===== src/rtl/mem_arbiter_pkg.sv =====
// ---------------------------------------------------------------------------
// mem_arbiter_pkg
// Shared configuration for the instruction/data memory arbiter:
//   - FSM state encoding (2 bits)
//   - best/worst case cycles-per-instruction with zero-wait memory
//   - word-address helper used to build the memory address bus
// ---------------------------------------------------------------------------
package mem_arbiter_pkg;

   typedef enum logic [1:0] {
      ST_IDLE  = 2'd0,
      ST_FETCH = 2'd1,
      ST_DATA  = 2'd2,
      ST_DONE  = 2'd3
   } state_e;

   // Cycles per instruction with zero-wait memory:
   // miss + data op takes IDLE/FETCH/DATA/DONE, hit without data op IDLE/DONE.
   localparam int unsigned CPI_MAX = 4;
   localparam int unsigned CPI_MIN = 2;

   function automatic logic [31:0] word_addr(input logic [29:0] tag);
      return {tag, 2'b00};
   endfunction

endpackage


===== src/rtl/mem_arbiter.sv =====
// ---------------------------------------------------------------------------
// mem_arbiter
// Serialises a CPU instruction fetch and an optional data access onto one
// memory port. Each instruction runs IDLE -> [FETCH] -> [DATA] -> DONE. An
// optional one-entry fetch buffer skips FETCH when the same instruction word
// is requested again (e.g. a stalled pipeline re-presenting its address).
//
// Ports
//   i_clk, i_rst              clock, synchronous active-high reset
//   i_addr_i                  instruction fetch address
//   i_addr_d, i_rd_d, i_we_d  data address, read request, byte write enables
//   i_data_d                  data write value (already lane-shifted)
//   o_valid_i, o_valid_d      one-cycle completion pulse (DONE state)
//   o_data_i, o_data_d        fetched instruction / last read data word
//   o_mem_req/addr/we/wdata   memory request bus (zero while idle)
//   i_mem_ack, i_mem_rdata    memory completion and read data
// ---------------------------------------------------------------------------
module mem_arbiter
   import mem_arbiter_pkg::*;
#(
   parameter int FETCH_BUF = 1
) (
   input  logic        i_clk,
   input  logic        i_rst,
   input  logic [31:0] i_addr_i,
   input  logic [31:0] i_addr_d,
   input  logic        i_rd_d,
   input  logic [3:0]  i_we_d,
   input  logic [31:0] i_data_d,
   output logic        o_valid_i,
   output logic        o_valid_d,
   output logic [31:0] o_data_i,
   output logic [31:0] o_data_d,
   output logic        o_mem_req,
   output logic [31:0] o_mem_addr,
   output logic [3:0]  o_mem_we,
   output logic [31:0] o_mem_wdata,
   input  logic        i_mem_ack,
   input  logic [31:0] i_mem_rdata
);

   state_e      state_q, state_d;

   // Request registers, captured in IDLE. Only word addresses are kept.
   logic [29:0] fetch_tag_q;
   logic [29:0] data_tag_q;
   logic        rd_q;
   logic [3:0]  we_q;
   logic [31:0] wdata_q;

   // Fetch buffer: tag + valid; the data word is o_data_i itself.
   logic        buf_valid_q;
   logic [29:0] buf_tag_q;
   logic [31:0] data_i_q;
   logic [31:0] data_d_q;

   logic        buf_hit;
   logic        data_op_q;
   logic        xfer_done;

   // Byte offsets never reach the memory bus.
   logic        unused_addr_bits;
   assign unused_addr_bits = ^{i_addr_i[1:0], i_addr_d[1:0]};

   assign buf_hit   = (FETCH_BUF != 0) && buf_valid_q && (buf_tag_q == i_addr_i[31:2]);
   assign data_op_q = rd_q || (we_q != 4'b0000);
   // An ack only counts while a request is actually being driven.
   assign xfer_done = o_mem_req && i_mem_ack;

   assign o_data_i  = data_i_q;
   assign o_data_d  = data_d_q;

   always_comb begin
      state_d     = state_q;
      o_mem_req   = 1'b0;
      o_mem_addr  = 32'h0;
      o_mem_we    = 4'b0000;
      o_mem_wdata = 32'h0;
      o_valid_i   = 1'b0;
      o_valid_d   = 1'b0;
      case (state_q)
         ST_IDLE: begin
            // Hit test uses the live fetch address, in parallel with latching.
            if (!buf_hit)
               state_d = ST_FETCH;
            else if (i_rd_d || (i_we_d != 4'b0000))
               state_d = ST_DATA;
            else
               state_d = ST_DONE;
         end
         ST_FETCH: begin
            o_mem_req  = 1'b1;
            o_mem_addr = word_addr(fetch_tag_q);
            if (i_mem_ack)
               state_d = data_op_q ? ST_DATA : ST_DONE;
         end
         ST_DATA: begin
            o_mem_req   = 1'b1;
            o_mem_addr  = word_addr(data_tag_q);
            o_mem_we    = we_q;
            o_mem_wdata = wdata_q;
            if (i_mem_ack)
               state_d = ST_DONE;
         end
         ST_DONE: begin
            o_valid_i = 1'b1;
            o_valid_d = 1'b1;
            state_d   = ST_IDLE;
         end
         default: state_d = ST_IDLE;
      endcase
   end

   always_ff @(posedge i_clk) begin
      if (i_rst) begin
         state_q     <= ST_IDLE;
         fetch_tag_q <= '0;
         data_tag_q  <= '0;
         rd_q        <= 1'b0;
         we_q        <= 4'b0000;
         wdata_q     <= 32'h0;
         buf_valid_q <= 1'b0;
         buf_tag_q   <= '0;
         data_i_q    <= 32'h0;
         data_d_q    <= 32'h0;
      end else begin
         state_q <= state_d;
         case (state_q)
            ST_IDLE: begin
               fetch_tag_q <= i_addr_i[31:2];
               data_tag_q  <= i_addr_d[31:2];
               rd_q        <= i_rd_d;
               we_q        <= i_we_d;
               wdata_q     <= i_data_d;
            end
            ST_FETCH: begin
               if (xfer_done) begin
                  data_i_q    <= i_mem_rdata;
                  buf_tag_q   <= fetch_tag_q;
                  buf_valid_q <= 1'b1;
               end
            end
            ST_DATA: begin
               if (xfer_done) begin
                  // Any write enable makes this a write, even with rd set.
                  if (we_q != 4'b0000) begin
                     // Self-modifying code: drop a buffered word we overwrite.
                     if (data_tag_q == buf_tag_q)
                        buf_valid_q <= 1'b0;
                  end else begin
                     data_d_q <= i_mem_rdata;
                  end
               end
            end
            default: ;
         endcase
      end
   end

endmodule


===== config.mk =====
export PLATFORM = sky130hd
export DESIGN_NAME = mem_arbiter
export DESIGN_NICKNAME = d
export VERILOG_FILES = /design/src/rtl/mem_arbiter_pkg.sv /design/src/rtl/mem_arbiter.sv
export SDC_FILE = /design/constraint.sdc
export NUM_CORES = 1
export LEC_CHECK = 0
export BUFFER_PORTS_ARGS = -buffer_cell sky130_fd_sc_hd__buf_4
export CELL_PAD_IN_SITES_DETAIL_PLACEMENT = 0
export CELL_PAD_IN_SITES_GLOBAL_PLACEMENT = 1
export CORE_UTILIZATION = 40
export DETAILED_ROUTE_END_ITERATION = 12
export PLACE_DENSITY = 0.95
export SKIP_CTS_REPAIR_TIMING = 1
export SYNTH_ARGS = -nofsm -noshare
export SYNTH_HDL_FRONTEND = slang
export SYNTH_SLANG_ARGS = --single-unit

===== constraint.sdc =====
create_clock -name i_clk -period 4.25 [get_ports i_clk]
set_input_delay 0.85 -clock i_clk [delete_from_list [all_inputs] [get_ports i_clk]]
set_output_delay 0.85 -clock i_clk [all_outputs]
set_load 0.02 [all_outputs]

Yosys cells after proc, flatten, opt, wreduce, memory -nomap -nowiden
Index checks and enable logic that the tools add are counted.
Widths: inputs -> output; s select.
- register bits after elaboration: 194
- bits of input ports: 136
- equal/unequal tests: 11
- multiplexer cells: 16
- bitwise logic cells: 1
- reductions and logical operators: 13
- operators with widths (kind ; count):
    $pmux 32 s2 ; 1
    $eq 30x30->1 ; 2
    $mux 32 ; 1
    $ne 2x2->1 const B ; 6
    $mux 1 ; 8
    $pmux 2 s4 ; 1
    $reduce_bool 4->1 ; 2
    $mux 2 ; 3
    $reduce_and 5->1 ; 1
    $eq 2x2->1 const B ; 2
    $mux 4 ; 1
    $reduce_and 2->1 ; 2
    $reduce_and 3->1 ; 1
    $eq 2x1->1 const B ; 1
    $logic_and 1x1->1 ; 2
    $logic_not 2->1 ; 1
    $logic_or 1x1->1 ; 2
    $pmux 1 s2 ; 1
    $reduce_bool 2->1 ; 1
    $reduce_or 2->1 ; 1
    $not 1->1 ; 1

Longest topological paths before layout
Gate-level depths: netlist (run 1).
- word-level depth: 6
- mapped depth: 8

Worst setup path after synthesis (run 1)
Ideal clock, no wire load.
- kind: register to output
- start point: register state_q[0]
- end point: output port o_mem_wdata[10]
- data arrival time: 1.553 ns
- data required time: 3.400 ns
- slack: 1.847 ns
- stages on the path, launching flop included: 7
- buffers on the path: 3
- cell sequence: dfxtp_1 > inv_1 > ha_1 > clkbuf_1 > buf_1 > clkbuf_1 > and2_1
- longest elaborated chain between the ends: 2
- RTL lines (item ; RTL line ; source):
    start: declaration ; mem_arbiter.sv:42 ; state_e state_q, state_d;
    start signal: assignment ; mem_arbiter.sv:127 ; state_q <= state_d;
    $eq 2x2->1 ; mem_arbiter.sv:81 ; case (state_q)
    $mux 32 ; mem_arbiter.sv:81 ;
    end: declaration ; mem_arbiter.sv:37 ; output logic [31:0] o_mem_wdata,
No other way between the ends.

Worst setup path after layout (run 1)
- start point: register state_q[0]
- end point: output port o_mem_wdata[11]
Same word-level chain as after synthesis.

==> impl.org, run 1 <==
** Setup path
- In this run the worst path has a maximum fanout of 39.
- Critical Path RT :: 3400 ps
- Worst setup SP type :: register
- Critical R2R Launch :: state_q[0]
- The critical path starts at state_q[0].
- The most numerous cell type found on the critical path is sky130_fd_sc_hd__buf_4.
- For this design, the slowest cell found on the critical path is sky130_fd_sc_hd__ha_2.
- The worst register-to-register path ends at buf_valid_q.
- The critical path crosses 5 cells after its start point.
- Setup slack on the worst reg-to-reg path comes out at 1610 ps.
- Crit. End Element :: output port
- Critical path class :: register to output port
- For this run, the slowest stage of the critical path takes 830 ps.
- Worst reg2reg path depth :: 6
- Delay-heaviest family, CP :: adder cells
- Combined buffer and inverter count along the critical path :: 3
- Traced cell by cell, the critical path runs through inv_1, ha_2, buf_4, and2_1, buf_4.
- Data on the critical path arrives at its endpoint at 2450 ps.

** Pwr
- Comb pwr share :: 36.6%
- The share of total power dissipated in sequential elements is 37.0%.
- The internal power of the cells totals 4.13 mW.
- In this run the static leakage power is 4.86 nW.
- The worst-case IR drop observed on VDD is 0.409 mV.
- Pwr Density :: 584 mW/mm^2
- Per report_power, the clock group accounts for 26.4% of the total.
- Power spent charging and discharging nets :: 2.28 mW
- Net switching is 35.6% of the power.

** Placement
- Prior to clock tree synthesis, the placed netlist has a worst setup slack of 1390 ps.
- Global placement routability congestion :: 0.806
- Placed standard-cell area :: 0.0104 mm^2
- HPWL after DPL :: 16,400 um
- Count of input and output buffers :: 264

** STA
- Slew at the pin with the worst max-slew slack :: 926 ps
- Slew Limit Fails :: 0
- After layout, the worst path uses 77.6% of the clock period.
- For the final database, setup skew stands at 9.15 ps.
- Final min period :: 3300 ps
- Setup slack closes at 952 ps.
- Setup violations, final :: 0
- Highest attainable clock frequency :: 0.303 GHz
- Sum of negative setup slack :: 0 ps
- The final hold violation count was 0.
- Unrepaired setup endpoints after global routing :: false
- The worst pin sits at a relative slew slack of 38.3%.

** CTS
- Cell chosen for the clock root :: sky130_fd_sc_hd__clkbuf_16
- After clock tree synthesis, the clock-pin slew on the worst setup and hold paths is 70 ps.
- The H-tree generated during clock tree synthesis spans 4 levels.
- The clock passes through at most 2 buffers.
- The clock reaches the later pin of the worst-skew pair after 430 ps.
- Clock sink count :: 194
- Clock tree from TritonCTS :: done
- Buffers inserted during clock tree synthesis total 17.

** Die
- Area of the die :: 0.0211 mm^2
- Once the floorplan was initialized, standard cells occupied 40.7% of the core.
- Measured along the x axis, the die boundary spans 145 um.
- The floorplan has 52 rows.
- Measured along the y axis, the die boundary spans 145 um.
- Count of pins on the block boundary :: 271
- The core region is 0.0202 mm^2.

** Global route
- Entering global routing, the biggest net connects 86 pins.
- The number of antenna violations at the first check in global routing is 0.
- Via count of the first global-routing pass :: 6,604
- For this run, the total global-route usage over all layers was measured as 22.3%.
- After global routing the overflow that remains totals 0.
- The first global-routing pass estimated 37,000 um of wire.

** Drt
- Router iterations before antenna repair :: 5
- Aggregate routed wire length :: 23,900 um
- Detailed Route Iter0 Violations :: 420
- Dividing the detail-routed wire length by the instance count gives 16.4 um.
- For this run, design rule violations remaining after detail routing come to 0.
- Total number of vias :: 7,054
- Count of antenna-violating nets left after detailed routing :: 0
- Routed via count divided by cell count :: 4.84

** Finish
- Number of fill cells :: 1,894
- Compared with the post-synthesis result, the final layout area differs by 33.8%.
- Cells with a size suffix above 1 make up 26.6% of the layout.
- Design area :: 0.0110 mm^2
- The number of antenna diodes in the final layout is 0.
- Number of nets in the final layout :: 1,314

** Synth
- Total standard cell area after synthesis :: 0.00821 mm^2
- In this run, synthesis produced a sequential element count of 194.
- Post-synthesis sequential area ratio :: 47.3%
- Yosys Warn Count :: 0
- Counting every instance in the synthesized netlist gives 947.
- Post-Syn Area per Cell :: 8.67 um^2
- Synthesis instantiated 30 different standard cells from the library.

** Run status
- Status :: complete, no violations

** Hold path
- The min-delay analysis places its worst path in the category register to register.
- The worst hold path passes through 2 cells.
- Hold path startpoint :: o_data_i[15]
- For hold timing, the worst endpoint is o_data_i[15].

** Run
- The tool flagged a number of max-cap violations equal to 0.
[worst reg2reg max path, cell delays in order (launching register included)]
cell and delay (ps):
sky130_fd_sc_hd__dfxtp_1 340, sky130_fd_sc_hd__inv_1 160, sky130_fd_sc_hd__ha_2 830, sky130_fd_sc_hd__nand3_1 120, sky130_fd_sc_hd__or4_1 550, sky130_fd_sc_hd__nor4_1 380, sky130_fd_sc_hd__a211oi_1 130
[sequential cells by signal (all words and copies together), names as in the netlist, 2 cells and up]
name,flops
fetch_tag_q,30
buf_tag_q,30
wdata_q,32
data_tag_q,30
we_q,4
o_data_i,32
o_data_d,32
state_q,2
[power groups by stage]
stage | sequential, mW | clock [mW] | combinational, mW
6_report | 2.37 | 1.69 | 2.35
3_3_place_gp | 2.40 | 0 | 2.33
2_1_floorplan | 2.42 | 0 | 1.59
5_1_grt | 2.42 | 1.80 | 2.53
4_1_cts | 2.37 | 1.72 | 2.37
3_5_place_dp | 2.41 | 0 | 2.36
[cell usage after synthesis, drive strengths merged]
cell | n | area (um^2)
buf | 24 | 119
a2111oi | 1 | 8.76
inv | 4 | 15.0
a22oi | 30 | 225
nor2b | 30 | 188
a311oi | 1 | 8.76
ha | 5 | 62.6
a21oi | 96 | 480
clkbuf | 47 | 176
nand3 | 1 | 5.00
o2bb2ai | 1 | 8.76
nor4 | 9 | 56.3
dfxtp | 194 | 3880
and4 | 1 | 8.76
a211oi | 1 | 7.51
xor2 | 26 | 228
and2 | 37 | 231
or4 | 3 | 26.3
nor3 | 1 | 5.00
conb | 1 | 3.75
xnor2 | 34 | 298
nand4 | 11 | 83.8
a221oi | 1 | 15.0
nand2 | 190 | 713
mux2i | 97 | 971
nor2 | 101 | 379
[placed cells by master (no fill, tap or decap), types with 2 or more instances in the layout]
master | Yosys | layout
sky130_fd_sc_hd__a21oi_1 | 96 | 96
sky130_fd_sc_hd__a22oi_1 | 30 | 30
sky130_fd_sc_hd__and2_1 | 37 | 36
sky130_fd_sc_hd__buf_4 | 3 | 275
sky130_fd_sc_hd__bufinv_16 | 0 | 3
sky130_fd_sc_hd__clkbuf_16 | 0 | 17
sky130_fd_sc_hd__clkinv_2 | 0 | 2
sky130_fd_sc_hd__clkinv_4 | 0 | 3
sky130_fd_sc_hd__conb_1 | 1 | 2
sky130_fd_sc_hd__dfxtp_1 | 194 | 194
sky130_fd_sc_hd__ha_1 | 5 | 3
sky130_fd_sc_hd__inv_1 | 4 | 4
sky130_fd_sc_hd__inv_6 | 0 | 2
sky130_fd_sc_hd__inv_8 | 0 | 2
sky130_fd_sc_hd__mux2i_1 | 97 | 97
sky130_fd_sc_hd__nand2_1 | 190 | 189
sky130_fd_sc_hd__nand4_1 | 10 | 10
sky130_fd_sc_hd__nor2_1 | 101 | 101
sky130_fd_sc_hd__nor2b_1 | 30 | 30
sky130_fd_sc_hd__nor4_1 | 9 | 9
sky130_fd_sc_hd__or4_1 | 2 | 2
sky130_fd_sc_hd__xnor2_1 | 34 | 34
sky130_fd_sc_hd__xor2_1 | 26 | 26
[metrics by stage]
| stage | hold WS (ps) | std cells | util [%] | total power, mW |
|---|---|---|---|---|
| 6_report | 455 | 1456 | 54.5 | 6.41 |
| 3_5_place_dp | 447 | 1424 | 51.4 | 4.77 |
| 2_1_floorplan | 445 | 948 | - | 4.00 |
| 4_1_cts | 457 | 1456 | 54.5 | 6.46 |
| 3_3_place_gp | 443 | 1424 | 51.4 | 4.73 |
| 5_1_grt | 477 | 1456 | 54.5 | 6.76 |
[how the worst max path moves through the flow]
stage,to,slack [ps]
floorplan,o_mem_wdata[10],1850
global placement,o_mem_wdata[19],1430
detailed placement,o_mem_wdata[11],1390
CTS,o_mem_wdata[11],920
global route,o_mem_wdata[16],770
finish,o_mem_wdata[11],950
[cell families after synthesis]
| kind of cell | count (synthesis) | synth area share, % |
|---|---|---|
| AND/OR/NAND/NOR | 384 | 20.7 |
| flip-flops | 194 | 47.3 |
| AO/OA/AOI/OAI | 131 | 9.19 |
| multiplexers | 97 | 11.8 |
| buffers and inverters | 75 | 3.78 |
| XOR/XNOR | 60 | 6.40 |
| adder cells (fa/ha/maj) | 5 | 0.762 |
| other | 1 | 0.0457 |
[cell type report]
cell class                 instances  area [um^2]  area share, %
sequential                       194         3880           35.4
timing repair buffer             277         2100           19.1
clock inverter                    13          174           1.58
clock buffer                      19          443           4.03
tap                              270          338           3.08
multi-input combinational        679         4040           36.7
inverter                           4         15.0          0.137
[metal layers]
layer / part of all wire, % / GRT usage, %
met5: 0 / 0
met4: 1.9 / 7.00
met3: 4.5 / 3.58
met2: 49 / 36.5
met1: 45 / 30.1
Power figures use the tool's default switching activity.
==> run 2: changes to the inputs <==
--- a/config.mk
+++ b/config.mk
@@ -5,12 +5,13 @@
 export SDC_FILE = /design/constraint.sdc
 export NUM_CORES = 1
 export LEC_CHECK = 0
+export ABC_AREA = 1
 export BUFFER_PORTS_ARGS = -buffer_cell sky130_fd_sc_hd__buf_4
 export CELL_PAD_IN_SITES_DETAIL_PLACEMENT = 0
 export CELL_PAD_IN_SITES_GLOBAL_PLACEMENT = 1
-export CORE_UTILIZATION = 40
+export CORE_UTILIZATION = 32
 export DETAILED_ROUTE_END_ITERATION = 12
-export PLACE_DENSITY = 0.95
+export PLACE_DENSITY = 0.89
 export SKIP_CTS_REPAIR_TIMING = 1
 export SYNTH_ARGS = -nofsm -noshare
 export SYNTH_HDL_FRONTEND = slang
==> constraint.sdc (replaced) <==
create_clock -name i_clk -period 2.95 [get_ports i_clk]
set_input_delay 0.59 -clock i_clk [delete_from_list [all_inputs] [get_ports i_clk]]
set_output_delay 0.59 -clock i_clk [all_outputs]
set_load 0.02 [all_outputs]
==> run 2 against run 1 <==
Effect of this change:
- setup slack got worse by 670 ps
- total power rose by 65%
- sequential cell count did not move
- synthesized area rose by 2.0%
- synthesized cell count rose by 28%
- routed wire length rose by 11%
- via count rose by 19%
- sequential power rose by 68%
- critical endpoint is now o_mem_addr[14]
==> impl.org, run 2 <==
** STA
- The final critical path takes up 90.5% of the cycle.
- Slew Limit Fails :: 0
- On the final layout, the worst clock skew is 19.5 ps.
- In the post-route analysis, the smallest setup slack over all paths is 281 ps.
- Final-report hold violation count :: 0
- Based on the critical path, the design can be clocked at up to 0.375 GHz.
- Subtracting the final worst setup slack from the clock period gives 2670 ps.
- Setup violations, final :: 0
- Headroom to the max-slew limit came out at 60.1%.
- Unrepaired setup endpoints after global routing :: false
- Slew at the pin with the worst max-slew slack :: 599 ps

** Synth
- Simple-gate area share of the yosys netlist :: 23.0%
- Share of synthesized area spent on multiplexers :: 0%
- #FFs+latches synth :: 194
- Summing the areas of all compound-gate instances in the mapped netlist gives 18.1% of the synthesized area.
- Sorting the synthesized cells by area gives the leading types as sky130_fd_sc_hd__dfxtp_1 (46%), sky130_fd_sc_hd__nor2_1 (13%), sky130_fd_sc_hd__o21ai_0 (11%), sky130_fd_sc_hd__nand2_1 (8.2%), sky130_fd_sc_hd__a21oi_1 (5.3%).
- Of the total synthesized cell area, the portion taken by full adders, half adders and majority gates is 0.747%.
- Number of instances in the synthesized netlist :: 1,211
- Summing every instance area after synthesis gives 0.00837 mm^2.
- Counting flops with a built-in enable in the synthesized netlist gives 0.
- Summing the areas of all xor and xnor instances in the mapped netlist gives 2.30% of the synthesized area.
- Most used flip-flop cell after synthesis :: sky130_fd_sc_hd__dfxtp_1
- Dividing the synthesized area by the synthesized cell count gives 6.91 um^2.
- Async set or reset register ratio after synthesis :: 0%
- For this run, the register share of the synthesized area comes to 46.4%.
- After synthesis, the largest family of logic cells by area is simple AND/OR/NAND/NOR gates.
- Counting instances in the post-synthesis netlist gives the leading cell types as sky130_fd_sc_hd__nor2_1 (300), sky130_fd_sc_hd__dfxtp_1 (194), sky130_fd_sc_hd__nand2_1 (182), sky130_fd_sc_hd__o21ai_0 (180), sky130_fd_sc_hd__inv_1 (107).
- Proportion of netlist area held by the largest area contributor :: 46.4%
- Counting distinct cell types in the post-synthesis netlist gives 29.
- Count leader, synth :: sky130_fd_sc_hd__nor2_1
- Leading area contributor after synthesis :: sky130_fd_sc_hd__dfxtp_1
- Yosys printed 0 warnings.

** Setup path
- Critical path data arrival time :: 2080 ps
- The worst register-to-register path begins at state_q[0].
- Worst setup SP type :: register
- Critical path class :: register to output port
- Critical Path RT :: 2360 ps
- Maximum fanout along the worst path :: 18
- STA classifies the critical path endpoint as an output port.
- In this run the worst setup path begins at state_q[0].

** Die
- Effective utilization at floorplan :: 33.0%
- Die H :: 164 um
- Std-Cell Rows :: 58
- Area of the core :: 0.0254 mm^2
- Die width :: 164 um
- Count of pins on the block boundary :: 271
- Area of the die :: 0.0268 mm^2

** CTS
- Num CTS Buffers :: 17
- H-Tree Level Count :: 4
- Clock sink count :: 194
- Clock latency on the worst-skew pair, taken at its later pin, is 440 ps.
- After clock tree synthesis, the clock-pin slew on the worst setup and hold paths is 90 ps.
- CTS Buffer Depth :: 2
- Clock tree from TritonCTS :: done
- Cell chosen for the clock root :: sky130_fd_sc_hd__clkbuf_16

** Finish
- The repair_antennas step left the layout with diodes totalling 0.
- Leaving out filler cells and counting taps, the final layout contains 1,777.
- Compared with the post-synthesis result, the final layout area differs by 34.0%.
- Leaving out fill and tap cells, the most frequent cell in the layout is sky130_fd_sc_hd__nor2_1.
- Of the cells placed in the final design, the portion with a size suffix greater than 1 is 22.5%.
- In the layout the commonest cells are sky130_fd_sc_hd__nor2_1 (300), sky130_fd_sc_hd__buf_4 (278), sky130_fd_sc_hd__dfxtp_1 (194), sky130_fd_sc_hd__nand2_1 (181), sky130_fd_sc_hd__o21ai_0 (180).
- In the final design database the tool counted 1,575 nets.

** Global route
- Via count of the first global-routing pass :: 7,774
- The number of antenna violations at the first check in global routing came to 0.
- Entering global routing, the biggest net connects 92 pins.
- The first global-routing pass estimated 41,200 um of wire.
- Total congestion overflow :: 0
- Global routing consumed, over all layers together, 19.8% of the routing resources.

** Drt
- Detailed Route Iter0 Violations :: 662
- Router iterations before antenna repair :: 5
- Total number of vias :: 8,362
- Aggregate routed wire length :: 26,500 um
- In the routed design, unresolved DRC markers number 0.
- Dividing the detail-routed wire length by the instance count gives 14.9 um.
- Routed via count divided by cell count :: 4.71
- The count of nets left with antenna violations once routing finished came out at 0.

** Placement
- HPWL after DPL :: 18,600 um
- Count of input and output buffers :: 264
- Post-place setup slack :: 433 ps
- The congestion estimate from routability-driven global placement came to 0.845.
- Post-placement cell count :: 1,744

** Hold path
- Hold path startpoint :: i_addr_d[19]
- The worst hold path belongs to the class input port to register.

** Pwr
- For this design the static power due to leakage is 5.25 nW.
- Pwr Density :: 944 mW/mm^2
- Peak VDD IR :: 0.591 mV

** Run status
- Status :: complete, no violations

** Run
- Across the run, the number of max-cap violations was 0.
[run 2: cell count changes in the layout (fill, tap and decap cells not counted), moves of 11 or more]
cell and change:
sky130_fd_sc_hd__a22oi_1 -30, sky130_fd_sc_hd__and2_1 -36, sky130_fd_sc_hd__inv_1 +101, sky130_fd_sc_hd__mux2i_1 -97
sky130_fd_sc_hd__nor2_1 +199, sky130_fd_sc_hd__nor2b_1 -30, sky130_fd_sc_hd__o21ai_0 +180, sky130_fd_sc_hd__o21ai_1 +18
sky130_fd_sc_hd__o22ai_1 +11, sky130_fd_sc_hd__xnor2_1 -21, sky130_fd_sc_hd__xor2_1 -17
[run 2: layout make-up]
type | count | area, um^2
Fill cell | 2670 | 14200
Sequential cell | 194 | 3880
Clock buffer | 18 | 429
Tap cell | 330 | 413
Inverter | 111 | 423
Clock inverter | 14 | 189
Timing Repair Buffer | 282 | 2170
Multi-Input combinational cell | 828 | 3710
[run 2: power by group]
group          switching [mW]  leakage (nW)  internal, mW
combinational            2.71          3.36          1.44
sequential              0.553          1.60          3.43
clock                    1.15         0.298          1.30
[run 2: cells by family (layout without fill, tap and decap cells)]
group | after synthesis | count (layout)
AND/OR/NAND/NOR | 500 | 500
AO/OA/AOI/OAI | 299 | 299
flip-flops | 194 | 194
buffers and inverters | 190 | 425
XOR/XNOR | 22 | 22
adder cells (fa/ha/maj) | 5 | 5
other | 1 | 2
[run 2: path summary, 6_finish.rpt]
kind	to	slack (ps)	depth (start not counted)
worst max-delay path	o_mem_addr[14]	280	6
worst min-delay path	data_tag_q[17]	370	3
worst max register to register	o_data_d[21]	480	9
worst min register to register	o_data_i[17]	490	2
[run 2: per-stage QoR]
stage               hold slack, ps  area (um^2)  power, mW  utilization [%]  setup TNS, ps
floorplan                      453         8370       6.60                -              0
global placement               463        10600       8.09             41.7              0
detailed placement             472        10600       8.16             41.7              0
CTS                            353        11200       10.6             44.1          -73.4
global route                   357        11200       11.3             44.2              0
finish                         366        11200       10.6             44.2              0
[run 2: critical path, stage by stage, from the launching register on]
cell and delay, ps:
sky130_fd_sc_hd__dfxtp_1 390, sky130_fd_sc_hd__inv_1 100, sky130_fd_sc_hd__ha_2 380, sky130_fd_sc_hd__clkinvlp_4 100, sky130_fd_sc_hd__buf_4 220, sky130_fd_sc_hd__a21oi_1 270, sky130_fd_sc_hd__buf_4 200
[run 2: routing by layer]
| metal | wire length, um | vias to the layer above | share of wire, % | global-route usage (%) |
|---|---|---|---|---|
| met5 | 0 | - | 0 | 0 |
| met2 | 11800 | 292 | 45 | 30.9 |
| met4 | 451 | 0 | 1.7 | 5.64 |
| met3 | 2190 | 26 | 8.2 | 4.97 |
| met1 | 12100 | 3781 | 45 | 26.8 |
| li1 | - | 4263 | - | - |
==> run 3: changes to the inputs <==
--- a/config.mk
+++ b/config.mk
@@ -7,11 +7,11 @@
 export LEC_CHECK = 0
 export ABC_AREA = 1
 export BUFFER_PORTS_ARGS = -buffer_cell sky130_fd_sc_hd__buf_4
-export CELL_PAD_IN_SITES_DETAIL_PLACEMENT = 0
-export CELL_PAD_IN_SITES_GLOBAL_PLACEMENT = 1
-export CORE_UTILIZATION = 32
+export CELL_PAD_IN_SITES_DETAIL_PLACEMENT = 2
+export CELL_PAD_IN_SITES_GLOBAL_PLACEMENT = 2
+export CORE_UTILIZATION = 24
 export DETAILED_ROUTE_END_ITERATION = 12
-export PLACE_DENSITY = 0.89
+export PLACE_DENSITY = 0.87
 export SKIP_CTS_REPAIR_TIMING = 1
 export SYNTH_ARGS = -nofsm -noshare
 export SYNTH_HDL_FRONTEND = slang
==> run 3 against run 2 <==
Effect of this change:
- clock power down 7%
- die area rose by 33%
- count of clock-buffer cells in the layout grew 3
- maximum frequency shrank 6.0%
- first-iteration DRC count shrank 55%
- design area is 1.1% higher
- sequential share of layout area decreased by 0.37 points
- setup slack got worse by 170 ps
- global-route usage shrank 0.85 points
- combinational power increased by 7.9%
==> impl.org, run 3 (synthesized netlist as in run 2, its figures left out) <==
** Global route
- Via count of the first global-routing pass :: 9,488
- First-pass GRT wire length :: 52,200 um
- Global Route Usage Sum :: 18.9%
- Largest net degree at the start of global routing :: 195
- The number of antenna violations at the first check in global routing came to 3.
- Global routing finished with a remaining overflow of 0.

** STA
- Unrepaired setup endpoints after global routing :: false
- The number of slew-limit violations in the final report was 0.
- In this run the tightest slew margin relative to its limit is 27.3%.
- Post-Route Hold Slack :: 359 ps
- Setup violations remaining at the end of the flow were counted as 0.
- Final worst path period share :: 96.3%
- The worst path in the final design needs a cycle of 2840 ps, including I/O delays and setup.
- Clock skew on the completed layout was measured at 8.93 ps.
- Highest attainable clock frequency :: 0.352 GHz
- Slew at the pin with the worst max-slew slack :: 1090 ps
- The final hold violation count was 0.

** Drt
- Aggregate routed wire length :: 33,700 um
- For this run, design rule violations remaining after detail routing come to 0.
- Mean routed wirelength per cell :: 17.7 um
- For this block, the initial DRC count from the detailed router was 295.
- Routed via count divided by cell count :: 4.64
- The routed layout has 8,857 vias.
- The first detailed-routing pass ran for 4 iterations.
- Count of antenna-violating nets left after detailed routing :: 0

** CTS
- Cell chosen for the clock root :: sky130_fd_sc_hd__clkbuf_16
- Clock latency reported for the late side of the worst-skew pair :: 450 ps
- CTS Buffer Depth :: 2
- Clock-pin transition on the worst setup and hold timing paths :: 80 ps
- TritonCTS built the clock tree.
- H-Tree Level Count :: 4
- Num CTS Buffers :: 17
- For this design, the sink count on the clock tree is 194.

** Setup path
- For this design, the slowest cell found on the critical path is sky130_fd_sc_hd__dfxtp_1.
- Critical path data arrival time :: 2250 ps
- Worst reg2reg path depth :: 10
- Among the stages of the critical path, the cell type that occurs most often is sky130_fd_sc_hd__buf_4.
- Critical R2R Launch :: state_q[1]
- Among cell families on the critical path, the largest total delay comes from buffers and inverters.
- Crit. End Element :: output port
- Critical path class :: register to output port
- Setup slack on the worst flop-to-flop path :: 500 ps
- The number of buffers and inverters on the critical path is 3.
- The largest single stage delay on the critical path is 380 ps.
- Critical Path RT :: 2360 ps
- The worst setup path is launched from a register.
- Endpoint of the worst-slack reg-to-reg timing path :: o_data_d[11]
- Maximum fanout along the worst path :: 24
- The critical path goes through inv_1, ha_1, buf_4, nand2_1, a21oi_1, buf_4.

** Pwr
- Per report_power, the sequential group accounts for 37.3% of the total.
- Net switching is 43.2% of the power.
- Comb pwr share :: 41.5%
- The share of total power dissipated in the clock network is 21.2%.
- The internal portion of the total power is 6.14 mW.
- After layout, the design draws a total of 10.8 mW.
- Pwr Density :: 953 mW/mm^2
- The analysis attributes to net switching a power of 4.67 mW.
- VDD sags by at most 0.549 mV.
- For this design the static power due to leakage is 5.23 nW.

** Placement
- Detailed placement finished with a half-perimeter wire length of 23,900 um.
- Count of input and output buffers :: 264
- The number of placed instances, taps included, is 1,870.
- Global placement routability congestion :: 0.788

** Finish
- Of the cells placed in the final design, the portion with a size suffix greater than 1 is 22.5%.
- The finished layout holds 1,907 standard cells, fillers aside.
- Most frequent cells in the layout :: sky130_fd_sc_hd__nor2_1 (300), sky130_fd_sc_hd__buf_4 (282), sky130_fd_sc_hd__dfxtp_1 (194), sky130_fd_sc_hd__nand2_1 (181), sky130_fd_sc_hd__o21ai_0 (180)
- Most common library cell in the layout ignoring fill and taps :: sky130_fd_sc_hd__nor2_1
- In the final layout, the multi-input gates occupy 0.00373 mm^2.
- Number of fill cells :: 4,041
- Compared with the post-synthesis result, the final layout area differs by 35.5%.
- The final layout contains 1,578 nets.
- Storage cell area :: 0.00388 mm^2

** Run
- The tool flagged a number of max-cap violations equal to 0.

** Hold path
- Number of cells on the worst hold path :: 3
- The worst hold path terminates at wdata_q[3].
- Class of the most critical hold timing path :: input port to register
- Hold path startpoint :: i_data_d[3]

** Die
- The die is 189 um wide.
- Count of pins on the block boundary :: 271
- The die is 189 um tall.
- Once the floorplan was initialized, standard cells occupied 24.3% of the core.
- The core region is 0.0345 mm^2.
- Std-Cell Rows :: 68
- The die covers 0.0356 mm^2.

** Run status
- The run finished with clean final reports.
run 3: cell types whose count changed in the layout (fill, tap and decap cells not counted), sizes merged:
cell	delta
buf	+3
bufinv	-1
clkbuf	+3
clkinv	-1
clkinvlp	+1
diode	+2
inv	-2
run 3: per-layer routing:
layer / wire (um) / vias to the layer above / GRT usage [%]
met5: 9 / - / 0
met2: 16400 / 219 / 32.6
li1: - / 4269 / -
met4: 646 / 2 / 6.30
met1: 14900 / 4328 / 23.0
met3: 1770 / 39 / 4.54
run 3: worst max path at each step:
stage               startpoint              to  cells after the start
finish              state_q[1]  o_mem_addr[21]                      6
global route        state_q[1]  o_mem_addr[21]                      6
CTS                 state_q[0]  o_mem_addr[13]                      6
detailed placement  state_q[0]  o_mem_addr[13]                      6
global placement    state_q[0]  o_mem_addr[13]                      6
floorplan           state_q[0]  o_mem_addr[10]                      5
run 3: per-stage QoR:
| step | setup WS (ps) | setup TNS [ps] | cell area, um^2 | util [%] |
|---|---|---|---|---|
| after global routing | 19.7 | 0 | 11300 | 32.9 |
| after floorplan | 827 | 0 | 8370 | - |
| after global placement | 523 | 0 | 10700 | 31.2 |
| after CTS | -34.8 | -130 | 11300 | 32.8 |
| after detailed placement | 470 | 0 | 10700 | 31.2 |
| final | 110 | 0 | 11300 | 32.9 |
run 3: layout make-up:
cell class              count  area share (%)
flip-flops and latches    194            34.3
multi-input cells         828            32.9
repair buffers            285            19.2
well taps                 455            5.02
clock buffers              21            3.88
inverters                 111            3.73
clock inverters            11           0.938
diodes                      2          0.0441
run 3: power by group through the flow:
stage               clock network [mW]  logic, mW  registers [mW]
global placement                     0       4.29            4.01
CTS                               2.36       4.48            4.03
finish                            2.29       4.49            4.04
floorplan                            0       2.57            4.04
global route                      2.45       4.97            4.13
detailed placement                   0       4.45            4.08
run 3: worst register-to-register path: cells and delay by family (launching register included):
family | cells | cell delay (ps)
buf+inv | 5 | 1010
fa+ha+maj | 1 | 320
simple gates | 4 | 610
flops | 1 | 450
